`src/rtl/correlator_pkg.sv`:
```
// Shared constants and types for the template-correlation scan controller.
package correlator_pkg;
    localparam int VGA_WIDTH     = 640;
    localparam int VGA_HEIGHT    = 480;
    localparam int TEMPLATE_SIZE = 3;

    typedef logic [9:0] coord_t;

    typedef enum logic [1:0] {IDLE, SCAN, DRAIN} scan_state_t;
endpackage

```
`src/rtl/correlator_scan_ctrl_if.sv`:
```
// Control/status bundle between the scan controller and the BRAM/correlator datapath.
interface correlator_scan_ctrl_if #(parameter int ADDR_W = 19);
    import correlator_pkg::*;

    logic              frame_rdy;
    logic              abort;
    logic [ADDR_W-1:0] rd_addr;
    logic              rd_en;
    logic              pix_valid;
    coord_t            pix_x;
    coord_t            pix_y;
    logic              win_valid;
    coord_t            win_x;
    coord_t            win_y;
    logic              busy;
    logic              done;
    logic [7:0]        frame_cnt;

    modport master (
        input  frame_rdy, abort,
        output rd_addr, rd_en, pix_valid, pix_x, pix_y,
               win_valid, win_x, win_y, busy, done, frame_cnt
    );

    modport slave (
        output frame_rdy, abort,
        input  rd_addr, rd_en, pix_valid, pix_x, pix_y,
               win_valid, win_x, win_y, busy, done, frame_cnt
    );
endinterface

```
`src/rtl/correlator_scan_ctrl_rd_delay_line.sv`:
```
// Matches the BRAM read latency: {valid,x,y} pass through DEPTH register stages.
// A synchronous flush squashes every in-flight valid bit.
module rd_delay_line
    import correlator_pkg::*;
#(
    parameter int DEPTH = 1
) (
    input  logic   clk,
    input  logic   rst_n,
    input  logic   flush,
    input  logic   in_valid,
    input  coord_t in_x,
    input  coord_t in_y,
    output logic   out_valid,
    output coord_t out_x,
    output coord_t out_y
);
    logic [DEPTH-1:0]      vld;
    logic [DEPTH-1:0][9:0] xs;
    logic [DEPTH-1:0][9:0] ys;

    always_ff @(posedge clk or negedge rst_n) begin
        if (!rst_n) begin
            vld <= '0;
            xs  <= '0;
            ys  <= '0;
        end else begin
            for (int i = DEPTH - 1; i > 0; i--) begin
                vld[i] <= vld[i-1];
                xs[i]  <= xs[i-1];
                ys[i]  <= ys[i-1];
            end
            vld[0] <= in_valid;
            xs[0]  <= in_x;
            ys[0]  <= in_y;
            if (flush) vld <= '0;
        end
    end

    assign out_valid = vld[DEPTH-1];
    assign out_x     = xs[DEPTH-1];
    assign out_y     = ys[DEPTH-1];
endmodule

```
`src/rtl/correlator_scan_ctrl.sv`:
```
// Full-frame raster scan of the static frame BRAM: issues reads, realigns pixel
// coordinates to the read latency, and flags windows fully inside the image.
module correlator_scan_ctrl
    import correlator_pkg::*;
#(
    parameter int IMG_W  = VGA_WIDTH,
    parameter int IMG_H  = VGA_HEIGHT,
    parameter int TPL    = TEMPLATE_SIZE,
    parameter int RD_LAT = 1,
    parameter int ADDR_W = 19
) (
    input  logic clk,
    input  logic rst_n,
    correlator_scan_ctrl_if.master bus
);
    localparam int                NPIX      = IMG_W * IMG_H;
    localparam logic [ADDR_W-1:0] LAST_ADDR = ADDR_W'(NPIX - 1);
    localparam coord_t            X_MAX     = coord_t'(IMG_W - 1);
    localparam coord_t            EDGE      = coord_t'(TPL - 1);
    localparam int                CNT_W     = $clog2(RD_LAT + 1);

    scan_state_t       state, nstate;
    logic              frame_rdy_q, start;
    logic              rd_en, done, flush, restart;
    logic [ADDR_W-1:0] rd_addr;
    coord_t            rx, ry;
    logic [CNT_W-1:0]  cnt;
    logic [7:0]        frame_cnt;
    logic              pix_v, win_v;
    coord_t            pix_x, pix_y;

    assign start = bus.frame_rdy & ~frame_rdy_q;

    // Abort has priority over a start edge; the edge is consumed either way.
    always_comb begin
        nstate  = state;
        rd_en   = 1'b0;
        done    = 1'b0;
        flush   = 1'b0;
        restart = 1'b0;
        case (state)
            IDLE: begin
                if (start && !bus.abort) begin
                    nstate  = SCAN;
                    restart = 1'b1;
                end
            end
            SCAN, DRAIN: begin
                rd_en = (state == SCAN);
                if (bus.abort) begin
                    nstate = IDLE;
                    flush  = 1'b1;
                end else if (start) begin
                    nstate  = SCAN;
                    flush   = 1'b1;
                    restart = 1'b1;
                end else if (state == SCAN) begin
                    if (rd_addr == LAST_ADDR) nstate = DRAIN;
                end else if (cnt == '0) begin
                    done   = 1'b1;
                    nstate = IDLE;
                end
            end
            default: nstate = IDLE;
        endcase
    end

    always_ff @(posedge clk or negedge rst_n) begin
        if (!rst_n) begin
            state       <= IDLE;
            frame_rdy_q <= 1'b0;
            rd_addr     <= '0;
            rx          <= '0;
            ry          <= '0;
            cnt         <= '0;
            frame_cnt   <= '0;
        end else begin
            state       <= nstate;
            frame_rdy_q <= bus.frame_rdy;
            if (restart) begin
                rd_addr <= '0;
                rx      <= '0;
                ry      <= '0;
            end else if (state == SCAN && nstate == SCAN) begin
                rd_addr <= rd_addr + 1'b1;
                if (rx == X_MAX) begin
                    rx <= '0;
                    ry <= ry + 1'b1;
                end else begin
                    rx <= rx + 1'b1;
                end
            end
            // Counter lands on 0 exactly when the last pixel leaves the delay line.
            if (state == SCAN && nstate == DRAIN) cnt <= CNT_W'(RD_LAT - 1);
            else if (state == DRAIN && cnt != '0) cnt <= cnt - 1'b1;
            if (done) frame_cnt <= frame_cnt + 1'b1;
        end
    end

    rd_delay_line #(.DEPTH(RD_LAT)) u_dly (
        .clk      (clk),
        .rst_n    (rst_n),
        .flush    (flush),
        .in_valid (rd_en),
        .in_x     (rx),
        .in_y     (ry),
        .out_valid(pix_v),
        .out_x    (pix_x),
        .out_y    (pix_y)
    );

    // Subtraction only when the window is inside the image, so no underflow.
    assign win_v = pix_v && (pix_x >= EDGE) && (pix_y >= EDGE);

    assign bus.rd_addr   = rd_addr;
    assign bus.rd_en     = rd_en;
    assign bus.pix_valid = pix_v;
    assign bus.pix_x     = pix_x;
    assign bus.pix_y     = pix_y;
    assign bus.win_valid = win_v;
    assign bus.win_x     = win_v ? pix_x - EDGE : '0;
    assign bus.win_y     = win_v ? pix_y - EDGE : '0;
    assign bus.busy      = (state != IDLE);
    assign bus.done      = done;
    assign bus.frame_cnt = frame_cnt;
endmodule
```
`src/flat_wrapper.sv`:
```
// flat-port wrapper written by rule: the top's interface ports become plain ports
module correlator_scan_ctrl_flat import correlator_pkg::*;
#(
    parameter int IMG_W  = VGA_WIDTH,
    parameter int IMG_H  = VGA_HEIGHT,
    parameter int TPL    = TEMPLATE_SIZE,
    parameter int RD_LAT = 1,
    parameter int ADDR_W = 19
)
  (clk, rst_n, bus_frame_rdy, bus_abort, bus_rd_addr, bus_rd_en, bus_pix_valid, bus_pix_x, bus_pix_y, bus_win_valid, bus_win_x, bus_win_y, bus_busy, bus_done, bus_frame_cnt);
  correlator_scan_ctrl_if #(.ADDR_W(ADDR_W)) bus_i ();
  input  logic clk;
  input  logic rst_n;
  input wire logic [$bits(bus_i.frame_rdy)-1:0] bus_frame_rdy;
  input wire logic [$bits(bus_i.abort)-1:0] bus_abort;
  output wire logic [$bits(bus_i.rd_addr)-1:0] bus_rd_addr;
  output wire logic [$bits(bus_i.rd_en)-1:0] bus_rd_en;
  output wire logic [$bits(bus_i.pix_valid)-1:0] bus_pix_valid;
  output wire logic [$bits(bus_i.pix_x)-1:0] bus_pix_x;
  output wire logic [$bits(bus_i.pix_y)-1:0] bus_pix_y;
  output wire logic [$bits(bus_i.win_valid)-1:0] bus_win_valid;
  output wire logic [$bits(bus_i.win_x)-1:0] bus_win_x;
  output wire logic [$bits(bus_i.win_y)-1:0] bus_win_y;
  output wire logic [$bits(bus_i.busy)-1:0] bus_busy;
  output wire logic [$bits(bus_i.done)-1:0] bus_done;
  output wire logic [$bits(bus_i.frame_cnt)-1:0] bus_frame_cnt;
  assign bus_i.frame_rdy = bus_frame_rdy;
  assign bus_i.abort = bus_abort;
  assign bus_rd_addr = bus_i.rd_addr;
  assign bus_rd_en = bus_i.rd_en;
  assign bus_pix_valid = bus_i.pix_valid;
  assign bus_pix_x = bus_i.pix_x;
  assign bus_pix_y = bus_i.pix_y;
  assign bus_win_valid = bus_i.win_valid;
  assign bus_win_x = bus_i.win_x;
  assign bus_win_y = bus_i.win_y;
  assign bus_busy = bus_i.busy;
  assign bus_done = bus_i.done;
  assign bus_frame_cnt = bus_i.frame_cnt;
  correlator_scan_ctrl #(.IMG_W(IMG_W), .IMG_H(IMG_H), .TPL(TPL), .RD_LAT(RD_LAT), .ADDR_W(ADDR_W)) u_core (.clk(clk), .rst_n(rst_n), .bus(bus_i));
endmodule
```
`config.mk`:
```
export PLATFORM = sky130hd
export DESIGN_NAME = correlator_scan_ctrl_flat
export DESIGN_NICKNAME = d
export VERILOG_FILES = /design/src/rtl/correlator_pkg.sv /design/src/rtl/correlator_scan_ctrl_if.sv /design/src/rtl/correlator_scan_ctrl_rd_delay_line.sv /design/src/rtl/correlator_scan_ctrl.sv /design/src/flat_wrapper.sv
export SDC_FILE = /design/constraint.sdc
export NUM_CORES = 1
export LEC_CHECK = 0
export ABC_AREA = 1
export CORE_UTILIZATION = 52
export DETAILED_ROUTE_END_ITERATION = 8
export PLACE_DENSITY = 0.81
export SLEW_MARGIN = 15
export SYNTH_ARGS = -nofsm -noshare
export SYNTH_HDL_FRONTEND = slang
export SYNTH_SLANG_ARGS = --single-unit
```
`constraint.sdc`:
```
create_clock -name clk -period 2 [get_ports clk]
set_input_delay 0.3 -clock clk [delete_from_list [all_inputs] [get_ports clk]]
set_output_delay 0.3 -clock clk [all_outputs]
set_load 0.01 [all_outputs]
```
==> results of run 1 <==
## where the power goes
group	total [uW]	switching [uW]	internal, uW
sequential	2050	304	1750
clock	1060	573	485
combinational	3540	1780	1760
## worst max-delay path by stage
stage | slack [ns] | to | from | cells past startpoint
finish | -0.35 | bus_win_y[9] | u_core.u_dly.out_y[2] | 12
CTS | -0.38 | bus_win_y[9] | u_core.u_dly.out_y[2] | 12
global placement | -0.35 | bus_win_y[9] | u_core.u_dly.out_y[1] | 12
detailed placement | -0.49 | bus_win_y[9] | u_core.u_dly.out_y[2] | 12
global route | -0.45 | bus_win_y[9] | u_core.u_dly.out_y[2] | 12
floorplan | 0.06 | bus_win_y[9] | u_core.u_dly.out_y[1] | 11
## per-stage QoR
stage	setup TNS, ns	power [uW]	setup slack [ns]	area (um^2)
finish	-3.44	6650	-0.349	5930
global route	-7.95	7060	-0.447	5930
CTS	-5.67	5880	-0.385	5510
floorplan	0	3380	0.0644	3960
global placement	-4.07	4560	-0.351	5230
detailed placement	-7.12	4680	-0.494	5230
## metal layers
| metal | vias up | wire length (um) |
|---|---|---|
| met5 | - | 0 |
| met4 | 0 | 238 |
| met3 | 24 | 658 |
| met2 | 158 | 5780 |
| met1 | 1890 | 4580 |
| li1 | 1907 | - |
## cells by family (layout without fill, tap and decap cells)
group	count (synthesis)	after routing	synth area share
AND/OR/NAND/NOR	283	284	0.312
XOR/XNOR	41	41	0.0907
flip-flops	72	72	0.455
adder cells (fa/ha/maj)	10	10	0.0316
AO/OA/AOI/OAI	28	28	0.0370
buffers and inverters	70	234	0.0733
## worst max-delay path, stage by stage, from the launching register on
cell and delay, ns:
dfrtp_1 0.39, inv_2 0.09, ha_4 0.15, nand2_4 0.06, nor2_4 0.08, inv_2 0.06, nor2_4 0.08, inv_2 0.05
or2_4 0.25, nor3_4 0.13, xnor2_1 0.08, nor2_1 0.12, buf_2 0.15
## state kept, by name (all words and copies together) (netlist names)
name / count
u_core.bus.frame_cnt: 8
u_core.bus.rd_addr: 19
u_core.cnt: 1
u_core.frame_rdy_q: 1
u_core.rx: 10
u_core.ry: 10
u_core.state: 2
u_core.u_dly.out_valid: 1
u_core.u_dly.out_x: 10
u_core.u_dly.out_y: 10
## timing repair
item	CTS	global route
hold endpoints to repair	72	0
resized for setup	47	137
buffers inserted	5	18
setup endpoints to repair	58	64
cloned	0	4
pin swaps	7	42
hold buffers	1	0
## placed cells by master (no fill, tap or decap), types with 4 or more instances in the layout
cell	n
a21oi_1	5
buf_2	9
buf_4	69
buf_6	14
clkbuf_2	10
clkbuf_8	10
clkdlybuf4s50_1	52
dfrtp_1	71
ha_1	4
inv_1	43
inv_2	13
nand2_1	114
nand2_2	13
nand3_1	22
nand3_2	9
nand4_1	10
nor2_1	63
nor2_2	5
nor2_4	8
nor3_1	13
nor3_2	4
nor3b_1	5
o21ai_0	8
o21ai_1	9
xnor2_1	14
xor2_1	27
## area by class of cell
class	instances	area, um^2	share of cell area
Clock inverter	6	45.0	0.00759
Clock buffer	10	138	0.0232
Sequential cell	72	1800	0.304
Multi-Input combinational cell	363	2180	0.368
Timing Repair Buffer	161	1420	0.240
Inverter	57	219	0.0369
Tap cell	99	124	0.0209
## synthesized netlist by cell type
master / instances / area share
nand3_2: 2 / 0.0051
buf_4: 1 / 0.0019
o21ai_2: 1 / 0.0022
nor4_1: 1 / 0.0016
inv_1: 54 / 0.051
or2_2: 5 / 0.0079
ha_1: 10 / 0.032
nor3_1: 17 / 0.021
dfrtp_1: 72 / 0.45
nand2_4: 1 / 0.0028
buf_2: 6 / 0.0076
inv_2: 3 / 0.0028
clkbuf_2: 1 / 0.0013
xnor2_1: 14 / 0.031
nand3_1: 32 / 0.040
a31oi_1: 2 / 0.0032
nand4_1: 10 / 0.016
nor3_2: 1 / 0.0025
nand3b_1: 3 / 0.0057
nand2_1: 126 / 0.12
nor2_1: 75 / 0.071
a21oi_1: 8 / 0.010
xor2_1: 27 / 0.060
o21ai_0: 17 / 0.021
nor3b_1: 5 / 0.0095
nand2_2: 4 / 0.0063
nor2_4: 1 / 0.0028
buf_6: 2 / 0.0057
clkbuf_1: 3 / 0.0028
==> results.py, run 1 <==
metrics = {
    "outcome": {
        "run_status": "finished, violations left",
        "violations": "negative setup slack",
    },
    "cts": {
        "clock_tree.root_cell": "clkbuf_8",
        "ctsHtreeMaxLevel": 3,
        "clk_latency_ns": 0.36,
        "num_cts_buffers": 9,
        "clk_transition_reported_paths_ns": 0.08,
        "cts_tree": "built",
        "clock_tree.buffer_depth": 2,
        "clock_sinks": 72,
    },
    "placement": {
        "place_inst": 725,
        "dp.final_hpwl_um": 6560,
        "port_buffers": 75,
        "routabilityCongestion": 0.904,
    },
    "worst_setup_path": {
        "cp.arrival_ns": 2.05,
        "cp-start-kind": "flop",
        "setup.reg_to_reg.worst_slack_ns": 0.02,
        "crit_path_max_fanout": 2,
        "rr_endpoint": "u_core.rx[6]",
        "ff2ff_path_depth": 14,
        "worstPathRequired_ns": 1.70,
        "worst-setup-path-type": "flop to primary output",
        "setup.worst_path.end_class": "primary output",
        "regToRegStartpoint": "u_core.state[1]",
    },
    "worst_hold_path": {
        "hold_depth": 0,
        "timing.hold.worst.start": "u_core.rx[1]",
        "hold-path-endpoint": "u_core.u_dly.out_x[1]",
        "min-delay-path-class": "flop to flop",
    },
    "logic_synthesis": {
        "synth_area_um2": 3960,
        "synth.net_count": 518,
        "syn_area_per_cell_um2": 7.86,
        "synth_cell_types": 29,
        "yosys_warnings": 0,
        "synth.ff_latch_count": 72,
        "synth_sequential_area_ratio": 0.455,
        "netlist_instances": 504,
    },
    "flow_run": {
        "max_cap_violations": 0,
    },
    "sta": {
        "maxClockFrequency_mhz": 426,
        "slew_violations": 0,
        "post-route-worst-setup-slack_ns": -0.349,
        "finalSetupViolations": 20,
        "worst_hold_slack_ns": 0.415,
        "timing_worst_slew_pin_value_ns": 0.471,
        "worst_clock_skew_ns": 0.00556,
        "timing.final.crit_share": 1.17,
        "final-hold-violation-count": 0,
        "finalCriticalPeriod_ns": 2.35,
        "timing.slew.headroom": 0.684,
        "grt_setup_unrepaired": "true",
    },
    "detailed_routing": {
        "avgViaCountPerCell": 5.18,
        "drc": 0,
        "drt_pass1_iterations": 5,
        "drtAntennaViolNets": 0,
        "drtIter0Drc": 223,
        "postRouteWirelength_um": 11300,
        "vias": 3979,
        "wire_per_inst_um": 14.7,
    },
    "pwr": {
        "total_leakage_power_uw": 0.00293,
        "power-per-cell-area_nw_per_um2": 1120,
        "vdd_ir_drop_max_mv": 0.576,
    },
    "final_layout": {
        "final_core_util": 0.813,
        "layout.cells.non_filler": 768,
        "syn2layout_area_growth_pct": 49.8,
        "finish.net_count": 678,
        "antenna-diode-count": 0,
        "nFillCells": 460,
        "layout-drive-gt1-share": 0.303,
    },
    "die": {
        "core_area_um2": 7290,
        "cell_row_count": 31,
        "floorplan.initialDensity": 0.543,
        "design.portCount": 76,
        "fp.dieArea_um2": 7970,
        "die_w_um": 89.3,
        "floorplan.die.height_um": 89.3,
    },
    "grt": {
        "grt_usage": 0.261,
        "grt_pass1_vias": 3660,
        "grt_overflow": 0,
        "grt_max_degree": 73,
        "use_met2": 0.455,
        "met3_usage": 0.0406,
        "grt_first_pass_wirelength_um": 15700,
        "antenna_found_initial": 0,
        "globalRouteMet1Util": 0.311,
        "gr-max-usage-layer": "met2",
    },
}
Power figures use the tool's default switching activity.
==> run 2: changes to the inputs <==
SETUP_SLACK_MARGIN = 0.02   (was default)
==> run 2 against run 1 <==
  * The flow still finishes with violations (negative setup slack)
  * Clock power about the same
  * Total power increased by 1.5%
  * Core utilization increased by 1.3 points
  * Sequential power about the same
  * Sequential share of layout area decreased by 0.49 points
  * Clock skew increased by 0.00091 ns
  * Register-to-register slack got worse by 0.07 ns
  * Cell count increased by 0.39%
  * Global-route usage about the same
  * Critical path type unchanged
  * Largest cell class unchanged
==> results.py, run 2 (same netlist as run 1, synthesis figures left out) <==
metrics = {
    "outcome": {
        "run_status": "finished, violations left",
        "violations": "negative setup slack",
    },
    "grt": {
        "grt_pass1_vias": 3657,
        "grt_usage": 0.261,
        "grt_max_degree": 73,
        "grt_overflow": 0,
        "grt_first_pass_wirelength_um": 15700,
        "antenna_found_initial": 0,
    },
    "pwr": {
        "power-per-cell-area_nw_per_um2": 1120,
        "total_leakage_power_uw": 0.00299,
        "power_uw": 6750,
        "vdd_ir_drop_max_mv": 0.615,
    },
    "worst_setup_path": {
        "cp-start-kind": "flop",
        "setup.worst_path.end_class": "primary output",
        "cp.arrival_ns": 2.03,
        "worst-setup-path-type": "flop to primary output",
        "worstPathRequired_ns": 1.70,
        "crit_path_max_fanout": 2,
    },
    "sta": {
        "timing_worst_slew_pin_value_ns": 0.455,
        "timing.final.crit_share": 1.17,
        "worst_hold_slack_ns": 0.428,
        "worst_clock_skew_ns": 0.00647,
        "finalSetupViolations": 31,
        "timing.slew.headroom": 0.694,
        "maxClockFrequency_mhz": 429,
        "grt_setup_unrepaired": "true",
        "slew_violations": 0,
        "finalCriticalPeriod_ns": 2.33,
        "post-route-worst-setup-slack_ns": -0.331,
        "final-hold-violation-count": 0,
    },
    "die": {
        "floorplan.initialDensity": 0.543,
        "floorplan.die.height_um": 89.3,
        "design.portCount": 76,
        "cell_row_count": 31,
        "core_area_um2": 7290,
        "die_w_um": 89.3,
        "fp.dieArea_um2": 7970,
    },
    "cts": {
        "clock_sinks": 72,
        "cts_tree": "built",
        "clk_transition_reported_paths_ns": 0.08,
        "clock_tree.buffer_depth": 2,
        "ctsHtreeMaxLevel": 3,
        "clk_latency_ns": 0.36,
        "num_cts_buffers": 9,
        "clock_tree.root_cell": "clkbuf_8",
    },
    "detailed_routing": {
        "postRouteWirelength_um": 11700,
        "drtAntennaViolNets": 0,
        "drt_pass1_iterations": 5,
        "avgViaCountPerCell": 5.36,
        "drc": 0,
        "drtIter0Drc": 299,
        "vias": 4136,
        "wire_per_inst_um": 15.2,
    },
    "final_layout": {
        "mostFrequentLayoutCells": "nand2_1, buf_4, dfrtp_1",
        "final_core_util": 0.827,
        "layout-drive-gt1-share": 0.335,
        "nFillCells": 453,
        "syn2layout_area_growth_pct": 52.3,
        "registers.top_by_ff_count": "u_core.bus.rd_addr",
        "finish.net_count": 681,
        "largest_register_ffs": 19,
        "mostFrequentLayoutCell": "nand2_1",
        "final_cell_area_um2": 6030,
        "antenna-diode-count": 0,
    },
    "placement": {
        "placedInstanceArea_um2": 5230,
        "detailedPlace.worstSlack_ns": -0.494,
        "routabilityCongestion": 0.904,
        "port_buffers": 75,
        "dp.final_hpwl_um": 6560,
    },
    "worst_hold_path": {
        "min-delay-path-class": "flop to flop",
    },
    "flow_run": {
        "max_cap_violations": 0,
    },
}
-- run 2: cell type report --
cell class / instances / area, um^2 / area share
tap: 99 / 124 / 0.0205
clock buffer: 10 / 138 / 0.0228
timing repair buffer: 163 / 1420 / 0.236
inverter: 57 / 219 / 0.0363
sequential: 72 / 1800 / 0.299
clock inverter: 6 / 45.0 / 0.00747
multi-input combinational: 364 / 2280 / 0.378
-- run 2: per-layer routing --
metal	part of all wire	vias up	track usage	routed length (um)
met5	0	-	0	0
met4	0.037	0	0.139	431
met3	0.065	49	0.0416	762
met2	0.51	199	0.455	6020
met1	0.39	1973	0.310	4530
li1	-	1915	-	-
-- run 2: path summary, 6_finish.rpt --
check / start / end / slack (ns) / depth (start not counted)
max: u_core.u_dly.out_y[2] / bus_win_y[9] / -0.33 / 12
min: u_core.ry[9] / u_core.u_dly.out_y[9] / 0.43 / 0
max reg2reg: u_core.rx[0] / u_core.ry[1] / -0.05 / 11
min reg2reg: u_core.ry[9] / u_core.u_dly.out_y[9] / 0.43 / 0
max in group asynchronous: rst_n / u_core.state[0] / 1.22 / 3
min in group asynchronous: rst_n / u_core.bus.frame_cnt[4] / 0.47 / 3
-- run 2: through the flow --
step / instances / setup TNS (ns)
CTS: 747 / -5.67
floorplan: 504 / 0
detailed placement: 725 / -7.12
global route: 771 / -9.16
finish: 771 / -3.45
global placement: 725 / -4.07
-- run 2: where the power goes --
part	total, uW	internal, uW	switching, uW
clock network	1070	485	590
logic	3610	1770	1840
registers	2060	1750	310
total	6750	4000	2750
-- run 2: repair_timing --
item | in CTS | in global routing
endpoints found under the setup margin | 62 | 64
buffers inserted | 5 | 22
endpoints found under the hold margin | 72 | 0
gates cloned | 0 | 5
resized for setup | 49 | 158
pin swaps | 7 | 59
hold buffers | 1 | 0
-- run 2: worst max-delay path, stage by stage, from the launching register on --
cell     delay [ns]
dfrtp_1        0.39
inv_2          0.09
ha_4           0.15
nand2_4        0.06
nor2_4         0.08
inv_2          0.07
nor2_4         0.08
inv_2          0.05
or2_4          0.24
nor3_4         0.12
xnor2_1        0.08
nor2_1         0.12
buf_2          0.14
==> run 3: changes to the inputs <==
CORE_UTILIZATION = 56   (was 52)
PLACE_DENSITY = 0.86   (was 0.81)
clock period = 3 ns   (was 2 ns; I/O delays follow)
==> run 3 against run 2 <==
  * The flow now finishes without violations
  * Non-clock buffer count down 83
  * Global-route usage shrank 1.1 points
  * Die area is 7.0% lower
  * Clock power is 40% lower
  * Critical path depth shrank 3
  * Clock skew shrank 0.0025 ns
  * Combinational power shrank 60%
  * Worst hold slack got worse by 0.25 ns
  * Count of clock-buffer cells in the layout is 1 higher
  * Wire length decreased by 27%
==> results.py, run 3 (same netlist as run 1, synthesis figures left out) <==
metrics = {
    "pwr": {
        "vdd_ir_drop_max_mv": 0.395,
        "power-per-cell-area_nw_per_um2": 698,
        "total_leakage_power_uw": 0.00246,
    },
    "worst_setup_path": {
        "crit_start": "u_core.u_dly.out_x[8]",
        "regToRegStartpoint": "u_core.bus.rd_addr[1]",
        "worst-setup-path-type": "flop to primary output",
        "worstPathRequired_ns": 2.55,
        "setup.worst_path.end_class": "primary output",
        "cp.arrival_ns": 2.32,
        "rr_endpoint": "u_core.bus.rd_addr[2]",
        "ff2ff_path_depth": 13,
        "cp-start-kind": "flop",
        "crit_path_max_fanout": 20,
        "setup.reg_to_reg.worst_slack_ns": 0.66,
    },
    "placement": {
        "place_inst": 667,
        "placedInstanceArea_um2": 4800,
        "port_buffers": 75,
        "dp.final_hpwl_um": 6080,
        "routabilityCongestion": 0.897,
    },
    "detailed_routing": {
        "drtAntennaViolNets": 0,
        "postRouteWirelength_um": 8600,
        "avgViaCountPerCell": 5.16,
        "wire_per_inst_um": 12.6,
        "drtIter0Drc": 277,
        "vias": 3517,
        "drt_pass1_iterations": 5,
        "drc": 0,
    },
    "sta": {
        "worst_clock_skew_ns": 0.00398,
        "timing.slew.headroom": 0.457,
        "timing.setup.tns_ns": 0,
        "grt_setup_unrepaired": "false",
        "timing.final.crit_share": 0.924,
        "maxClockFrequency_mhz": 361,
        "timing_worst_slew_pin_value_ns": 0.814,
        "finalSetupViolations": 0,
        "worst_hold_slack_ns": 0.182,
        "slew_violations": 0,
        "final-hold-violation-count": 0,
        "finalCriticalPeriod_ns": 2.77,
    },
    "cts": {
        "clk_transition_reported_paths_ns": 0.07,
        "post_cts.repair.setup_buffers": 0,
        "clk_latency_ns": 0.35,
        "clock_sinks": 72,
        "num_cts_buffers": 9,
        "ctsHtreeMaxLevel": 3,
        "clock_tree.root_cell": "clkbuf_8",
        "clock_tree.buffer_depth": 2,
        "cts_tree": "built",
    },
    "worst_hold_path": {
        "min-delay-path-class": "input pin to async pin",
    },
    "die": {
        "fp.dieArea_um2": 7410,
        "floorplan.initialDensity": 0.583,
        "cell_row_count": 30,
        "design.portCount": 76,
        "floorplan.die.height_um": 86.1,
        "core_area_um2": 6790,
        "die_w_um": 86.1,
    },
    "final_layout": {
        "syn2layout_area_growth_pct": 25.6,
        "finish.net_count": 596,
        "final_cell_area_um2": 4970,
        "mostFrequentLayoutCell": "nand2_1",
        "mostFrequentLayoutCells": "nand2_1, nor2_1, clkdlybuf4s50_1, dfrtp_1, inv_1",
        "layout.cells.non_filler": 682,
        "largest_register_ffs": 19,
        "final_core_util": 0.732,
        "registers.top_by_ff_count": "u_core.bus.rd_addr",
        "layout-drive-gt1-share": 0.0666,
        "antenna-diode-count": 0,
    },
    "grt": {
        "grt_first_pass_wirelength_um": 14500,
        "grt_pass1_vias": 3274,
        "grt_max_degree": 40,
        "grt_usage": 0.250,
        "grt_overflow": 0,
        "antenna_found_initial": 0,
    },
    "outcome": {
        "run_status": "completed",
    },
    "flow_run": {
        "max_cap_violations": 0,
    },
}
[run 3: final cells by class]
cell class / instances / area, um^2
Multi-Input combinational cell: 362 / 1880
Fill cell: 523 / 1820
Sequential cell: 72 / 1800
Timing Repair Buffer: 80 / 805
Inverter: 57 / 214
Clock buffer: 11 / 131
Tap cell: 96 / 120
Clock inverter: 4 / 22.5
[run 3: routing by layer]
layer  track usage  up-vias  share of wire  wire, um
met1         0.312     1634           0.44      3790
met5             0        -              0         0
li1              -     1733              -         -
met3        0.0404       11          0.068       589
met4        0.0848        0          0.013       112
met2         0.440      139           0.48      4110
[run 3: worst max-delay path: stages, from the launching register on]
cell             delay (ns)
dfrtp_1                0.41
or2_2                  0.32
nor4_1                 0.24
nand2_1                0.11
nand3_1                0.10
buf_6                  0.18
inv_1                  0.07
nand2_1                0.05
inv_1                  0.03
clkdlybuf4s50_1        0.46
[run 3: metrics by stage]
step / power [uW] / setup slack, ns
floorplan: 2250 / 0.914
global placement: 2770 / 0.478
detailed placement: 2830 / 0.408
CTS: 3470 / 0.0265
global route: 3710 / 0.0472
finish: 3470 / 0.229
[run 3: how the worst max path moves through the flow]
stage	endpoint	slack, ns	depth (start not counted)
CTS	bus_win_y[9]	0.03	12
finish	bus_win_x[1]	0.23	9
detailed placement	bus_win_y[9]	0.41	12
global route	bus_win_x[1]	0.05	9
floorplan	bus_win_y[9]	0.91	11
global placement	bus_win_y[9]	0.48	12
[run 3: repair_timing]
action | in CTS | in global routing
resized for setup | 0 | 4
endpoints found under the setup margin | 0 | 3
hold buffers | 0 | 0
endpoints found under the hold margin | 0 | 0
[run 3: power breakdown]
group | total (uW) | switching [uW] | internal [uW] | leakage (uW)
sequential | 1400 | 229 | 1170 | 0.000973
combinational | 1430 | 774 | 656 | 0.00141
clock | 645 | 353 | 292 | 0.0000789
total | 3470 | 1360 | 2110 | 0.00246
